### src/rtl/humidity_sensor_filter.sv
// humidity_sensor_filter: syncs and debounces two dry sensors, raises a latched persistence alarm, and counts dry events.
// Optional: define HUMIDITY_ALARM_BLINK_EN so alarm blinks every clk_2 edge while in ALARM.
module humidity_sensor_filter #(
  parameter int DB_CYCLES    = 3,
  parameter int ALARM_CYCLES = 4,
  parameter int CNT_W        = 8
) (
  input  logic             clk_2,
  input  logic             reset,
  input  logic [1:0]       sensor_raw,
  input  logic             ack,
  output logic [1:0]       dry,
  output logic             alarm,
  output logic             arming,
  output logic [CNT_W-1:0] dry_events
);
  localparam int SW = CNT_W + 1;
  typedef enum logic [1:0] {IDLE, ARMING, ALARM} state_t;
  state_t           st_q, st_d;
  logic [1:0]       s1_q, s2_q, dry_q, dry_d, rise;
  logic [3:0]       cnt_q [2];
  logic [3:0]       cnt_d [2];
  logic [CNT_W-1:0] ev_q, ev_d;
  logic [SW-1:0]    sum;
  logic [7:0]       tmr_q, tmr_d;
  logic             alarm_q, alarm_d, arming_q, arming_d, both;
  always_comb begin
    for (int i = 0; i < 2; i++) begin
      dry_d[i] = dry_q[i];
      cnt_d[i] = '0;
      if (s2_q[i] != dry_q[i]) begin
        if (cnt_q[i] == 4'(DB_CYCLES - 1)) dry_d[i] = ~dry_q[i];
        else cnt_d[i] = cnt_q[i] + 4'd1;
      end
    end
  end
  // The carry bit of the widened sum means we passed the maximum; +2 at max-1 lands there too.
  assign rise = dry_d & ~dry_q;
  assign sum  = {1'b0, ev_q} + SW'(rise[0]) + SW'(rise[1]);
  assign ev_d = sum[CNT_W] ? '1 : sum[CNT_W-1:0];
  assign both = dry_q == 2'b11;
  always_comb begin
    st_d  = st_q;
    tmr_d = tmr_q;
    case (st_q)
      IDLE: if (both) begin
        if (ALARM_CYCLES == 1) st_d = ALARM;
        else begin
          st_d  = ARMING;
          tmr_d = 8'd1;
        end
      end
      ARMING: if (!both) begin
        st_d  = IDLE;
        tmr_d = '0;
      end else begin
        tmr_d = tmr_q + 8'd1;
        if (tmr_d == 8'(ALARM_CYCLES)) begin
          st_d  = ALARM;
          tmr_d = '0;
        end
      end
      ALARM: if (ack && !both) st_d = IDLE;
      default: begin
        st_d  = IDLE;
        tmr_d = '0;
      end
    endcase
    arming_d = st_d == ARMING;
`ifdef HUMIDITY_ALARM_BLINK_EN
    alarm_d = (st_d == ALARM) && (st_q != ALARM || !alarm_q);
`else
    alarm_d = st_d == ALARM;
`endif
  end
  always_ff @(posedge clk_2 or negedge reset) begin
    if (!reset) begin
      s1_q     <= '0;
      s2_q     <= '0;
      dry_q    <= '0;
      cnt_q[0] <= '0;
      cnt_q[1] <= '0;
      ev_q     <= '0;
      st_q     <= IDLE;
      tmr_q    <= '0;
      alarm_q  <= 1'b0;
      arming_q <= 1'b0;
    end else begin
      s1_q     <= sensor_raw;
      s2_q     <= s1_q;
      dry_q    <= dry_d;
      cnt_q[0] <= cnt_d[0];
      cnt_q[1] <= cnt_d[1];
      ev_q     <= ev_d;
      st_q     <= st_d;
      tmr_q    <= tmr_d;
      alarm_q  <= alarm_d;
      arming_q <= arming_d;
    end
  end
  assign dry        = dry_q;
  assign alarm      = alarm_q;
  assign arming     = arming_q;
  assign dry_events = ev_q;
endmodule

### config.mk
export PLATFORM = sky130hd
export DESIGN_NAME = humidity_sensor_filter
export DESIGN_NICKNAME = d
export VERILOG_FILES = /design/src/rtl/humidity_sensor_filter.sv
export SDC_FILE = /design/constraint.sdc
export NUM_CORES = 1
export LEC_CHECK = 0
export ABC_AREA = 1
export BUFFER_PORTS_ARGS = -buffer_cell sky130_fd_sc_hd__buf_4
export CORE_AREA = 2 2 55 57
export DETAILED_ROUTE_END_ITERATION = 10
export DIE_AREA = 0 0 57 59
export PLACE_DENSITY = 0.78
export SLEW_MARGIN = 20
export SYNTH_ARGS = -nofsm -noshare
export SYNTH_HDL_FRONTEND = slang
export SYNTH_SLANG_ARGS = --single-unit
### constraint.sdc
create_clock -name clk_2 -period 5.05 [get_ports clk_2]
set_input_delay 1.01 -clock clk_2 [delete_from_list [all_inputs] [get_ports clk_2]]
set_output_delay 1.01 -clock clk_2 [all_outputs]
set_load 0.05 [all_outputs]
After elaboration in Yosys (flattened, before gate mapping)
Index checks and enable logic that the tools add are counted.

Register bits: 34. Bits in latches: 0. RAM bits: 0. Bits in read-only memories: 0. Bits of input ports: 5. Output and inout port bits: 12. Logic and storage cells: 53. Memories kept: 0.

Add/subtract/negate cells: 5. Multiply operators: 0. Div/mod/pow operators: 0. $lt $le $gt $ge: 0. Equality and inequality tests: 11. Shift-type cells: 0. Mux-type cells: 18. Bitwise logic cells: 5. Reductions and logical operators: 4.

Operators by type and width (count): $mux 8 (4); $pmux 8 s3 (1); $mux 4 (4); $add 8x1->9 (1); $add 9x1->9 (1); $add 4x1->4 const B (2); $add 8x1->8 const B (1); $eq 4x2->1 const B (2); $eq 8x3->1 const B (1); $mux 2 (4); $eq 2x2->1 const B (3); $pmux 2 s3 (1); $eq 2x1->1 const B (2); $mux 1 (4); $not 1->1 (3); $and 2x2->2 (1); $logic_not 2->1 (1); $ne 1x1->1 (2); $ne 2x2->1 const B (1); $not 2->2 (1); $reduce_and 2->1 (1); $logic_and 1x1->1 (1); $logic_not 1->1 (1).

Longest topological paths before layout
Depth after elaboration: 7. Gate-level depth with buffers: 15. Gate-level depth less buffers: 15.

Worst setup path after synthesis
OpenSTA, ideal clock, no wires.

Path type: register to register. Start: reg dry_q[1], in the netlist dry[1]. End: reg ev_q[5], in the netlist dry_events[5]. Data arrival time: 2321 ps. Data required time: 4967 ps. Setup slack: 2647 ps. Stages on the path, launching flop included: 11. Buffers on the path: 0. Path through: dfrtp_1 inv_1 o21ai_0 nand2_1 fa_1 inv_1 ha_1 nand2_1 nor4_2 nand2_1 o21ai_0.

Cells in the longest elaborated chain, start to end: 6.

RTL lines: start: declaration (line 20) `logic [1:0] s1_q, s2_q, dry_q, dry_d, rise;`; start signal: assignment (line 91) `dry_q <= dry_d;`; $not 1->1 (line 32) `if (cnt_q[i] == 4'(DB_CYCLES - 1)) dry_d[i] = ~dry_q[i];`; $mux 1 (line 32); $mux 1 (*) (line 31) `if (s2_q[i] != dry_q[i]) begin`; named net dry_d[1] (line 20); $and 2x2->2 (*) (line 38) `assign rise = dry_d & ~dry_q;`; $add 9x1->9 (*) (line 39) `assign sum = {1'b0, ev_q} + SW'(rise[0]) + SW'(rise[1]);`; $mux 8 (*) (line 40) `assign ev_d = sum[CNT_W] ? '1 : sum[CNT_W-1:0];`; named net ev_d[5] (line 23) `logic [CNT_W-1:0] ev_q, ev_d;`; end signal: assignment (line 94) `ev_q <= ev_d;`; end: declaration (line 23).

The timed path passes the listed nets; every way through them passes the cells marked *. A chain may end at the register's enable or synchronous reset.

Worst setup path in the final report
Start: reg cnt_q[0] in the netlist's numbering. End: reg ev_q[5], in the netlist dry_events[5].

Cells in the longest elaborated chain, start to end: 6.

RTL lines: start: declaration (line 21) `logic [3:0] cnt_q [2];`; $eq 4x2->1 (line 32); $mux 1 (line 32); $mux 1 (line 31); named net dry_d[1] (line 20); $and 2x2->2 (line 38); $add 9x1->9 (line 39); $mux 8 (line 40); named net ev_d[5] (line 23).

The timed path passes the listed nets, and every way through them passes these cells.

==> results.sh <==
export IMPL_path_class="flop to flop"
export IMPL_whs_ns=0.3616
export IMPL_path_cells="inv_1 -> ha_1 -> nand2_1 -> nor2_1 -> o21ai_0 -> nand2_1 -> fa_1 -> inv_1 -> ha_1 -> nand2_1 -> nor4_2 -> nand2_1 -> o21ai_0"
export IMPL_seq_area_um2=850.8
export IMPL_drt_iter0_drc=20
export IMPL_dp_hpwl_um=2094
export IMPL_syn_area_um2=1613
export IMPL_post_route_worst_setup_slack_ns=2.466
export IMPL_ys_ff_latch=34
export IMPL_worst_pin_slew_ns=0.4137
export IMPL_multiInputGateArea_um2=675.6
export IMPL_cp_data_required_time_ns=5.31
export IMPL_wl_um=2768
export IMPL_period_share=0.5118
export IMPL_cts_root_buf="clkbuf_4"
export IMPL_syn_inst=182
export IMPL_die_width_um=57
export IMPL_port_buffer_count=16
export IMPL_area_growth_pct=13.58
export IMPL_cpMostUsedCell="nand2_1"
export IMPL_ys_seq_area_frac=0.5275
export IMPL_setup_tns_ns=0
export IMPL_finalSetupViolCount=0
export IMPL_status="complete, no violations"
export IMPL_grt_usage=0.1951
export IMPL_power_per_cell_area_nw_per_um2=543.2
export IMPL_clk_latency_ns=0.34
export IMPL_pin_count=17
export IMPL_worst_path_buf_inv=2
export IMPL_cts_resized_gates=0
export IMPL_synth_nets=194
export IMPL_antenna_found_initial=0
export IMPL_startpoint_type="flop"
export IMPL_num_rows=19
export IMPL_clockBufferDepth=2
export IMPL_cts_tree="done"
export IMPL_post_place_ws_ns=2.446
export IMPL_clock_skew_ns=0.007043
export IMPL_vias_per_cell=5.122
export IMPL_cts_buffers=5
export IMPL_drt_pass1_iter_count=4
export IMPL_synth_top_area_share=0.5275
export IMPL_worstPathMaxFanout=7
export IMPL_initial_utilization=0.5951
export IMPL_netlist_cell_type_count=24
export IMPL_num_vias=1214
export IMPL_synth_area_leaders="dfrtp_1, nand2_1, nor2_1"
export IMPL_fin_crit_ns=2.584
export IMPL_grt_ovfl_total=0
export IMPL_wl_per_cell_um=11.68
export IMPL_drv_cap=0
export IMPL_drive_above_1_share=0.1650
export IMPL_rsz0062_at_grt="no"
export IMPL_cp_arrival_ns=2.84
export IMPL_cts_hold_buf=0
export IMPL_grt_max_degree=35
export IMPL_drcViolationCount=0
export IMPL_fin_total_pwr_w=0.0009949
export IMPL_worstSetupEndpointType="flop"
export IMPL_irDropWorstVdd_mv=0.3999
export IMPL_slew_viol_final=0
export IMPL_dieArea_um2=3363
export IMPL_gp_congestion=0.7664
export IMPL_finalHoldViolCount=0
export IMPL_cp_slowest_cell="dfrtp_1"
export IMPL_die_h_um=59
export IMPL_hp_class="flop to flop"
export IMPL_synth_area_per_cell_um2=8.862
export IMPL_yosys_warnings=0
export IMPL_design_core_area_um2=2710
export IMPL_grt_pass1_wl_um=4919
export IMPL_leakage_nw=0.8948
export IMPL_clkSinkCount=34
export IMPL_cp_top_family="simple AND/OR/NAND/NOR gates"
export IMPL_final_antenna_net_count=0
export IMPL_fillCellCount=219
export IMPL_clk_pin_slew_ns=0.10
export IMPL_max_stage_delay_ns=0.40
export IMPL_relSlewSlack=0.7242
export IMPL_post_cts_buffers=0
export IMPL_utilization=0.6759
export IMPL_fmax_ghz=0.3869
export IMPL_cts_htree_levels=2
export IMPL_fin_nets=217
export IMPL_antenna_cells=0
export IMPL_grt_pass1_vias=1225
export IMPL_synth_top_area_cell="dfrtp_1"
-- state kept, by name, indices dropped and copies added, names as in the netlist --
signal,flops
st_q,2
dry_events,8
s1_q,2
cnt_q,8
alarm,1
arming,1
dry,2
s2_q,2
tmr_q,8
-- path summary, 6_finish.rpt --
path	start	to	slack, ns	cells past startpoint
max in group asynchronous	reset	cnt_q[0]	4.16	1
max reg2reg	cnt_q[0]	dry_events[5]	2.47	13
min in group asynchronous	reset	cnt_q[7]	0.60	1
max	cnt_q[0]	dry_events[5]	2.47	13
min reg2reg	s1_q[0]	s2_q[0]	0.36	0
min	s1_q[0]	s2_q[0]	0.36	0
-- logic make-up (layout without fill, tap and decap cells) --
logic type / after synthesis / in the layout / synth area share
flip-flops: 34 / 34 / 0.5275
adder cells (fa/ha/maj): 7 / 7 / 0.05896
AO/OA/AOI/OAI: 21 / 21 / 0.07602
AND/OR/NAND/NOR: 89 / 89 / 0.2405
buffers and inverters: 23 / 47 / 0.05353
XOR/XNOR: 8 / 8 / 0.04345
-- Yosys cell counts --
| cell | count |
|---|---|
| fa_1 | 1 |
| nor4_2 | 1 |
| o21a_1 | 2 |
| a21oi_1 | 4 |
| o21ai_1 | 3 |
| nor2_2 | 5 |
| nand2_1 | 38 |
| a21boi_1 | 2 |
| nor2_1 | 27 |
| o21ai_0 | 7 |
| ha_1 | 6 |
| xor2_1 | 3 |
| o21bai_1 | 1 |
| o21ai_2 | 1 |
| xnor2_1 | 5 |
| nand2_2 | 2 |
| or2_2 | 1 |
| a31oi_1 | 1 |
| nand3_1 | 11 |
| nand3_2 | 1 |
| inv_1 | 23 |
| nand4_1 | 1 |
| nor3_1 | 2 |
| dfrtp_1 | 34 |
-- per-stage QoR --
step                      std cells  instance area (um^2)
after floorplan                 182                  1613
after detailed placement        229                  1772
after global routing            237                  1832
after CTS                       237                  1832
final                           237                  1832
after global placement          229                  1772
-- where the power goes --
group,switching [W],leakage (nW),internal [W]
combinational,0.000294,0.418,0.000137
clock,0.0000904,0.0353,0.0000674
sequential,0.0000663,0.441,0.000340
total,0.000450,0.895,0.000545
-- placed cells by master (no fill, tap or decap), types with 2 or more instances in the layout --
cell / synthesis / layout
a21boi_1: 2 / 2
a21oi_1: 4 / 4
buf_4: 0 / 16
clkbuf_4: 0 / 5
dfrtp_1: 34 / 34
ha_1: 6 / 6
inv_1: 23 / 23
nand2_1: 38 / 38
nand2_2: 2 / 2
nand3_1: 11 / 11
nor2_1: 27 / 27
nor2_2: 5 / 5
nor3_1: 2 / 2
o21a_1: 2 / 2
o21ai_0: 7 / 7
o21ai_1: 3 / 3
xnor2_1: 5 / 5
xor2_1: 3 / 3
-- layout make-up --
| class | count | area share |
|---|---|---|
| inverter | 23 | 0.04713 |
| clock inverter | 1 | 0.002732 |
| clock buffer | 7 | 0.03005 |
| sequential | 34 | 0.4645 |
| multi-input combinational | 125 | 0.3689 |
| timing repair buffer | 16 | 0.06557 |
| tap | 31 | 0.02117 |
-- layer usage --
metal,up-vias,track usage,part of all wire
met4,0,0.1196,0.022
met2,14,0.3465,0.51
met1,579,0.2114,0.43
met3,5,0.04585,0.032
met5,-,0,0
li1,616,-,-
Note: power is estimated with default switching activity, not from simulation.
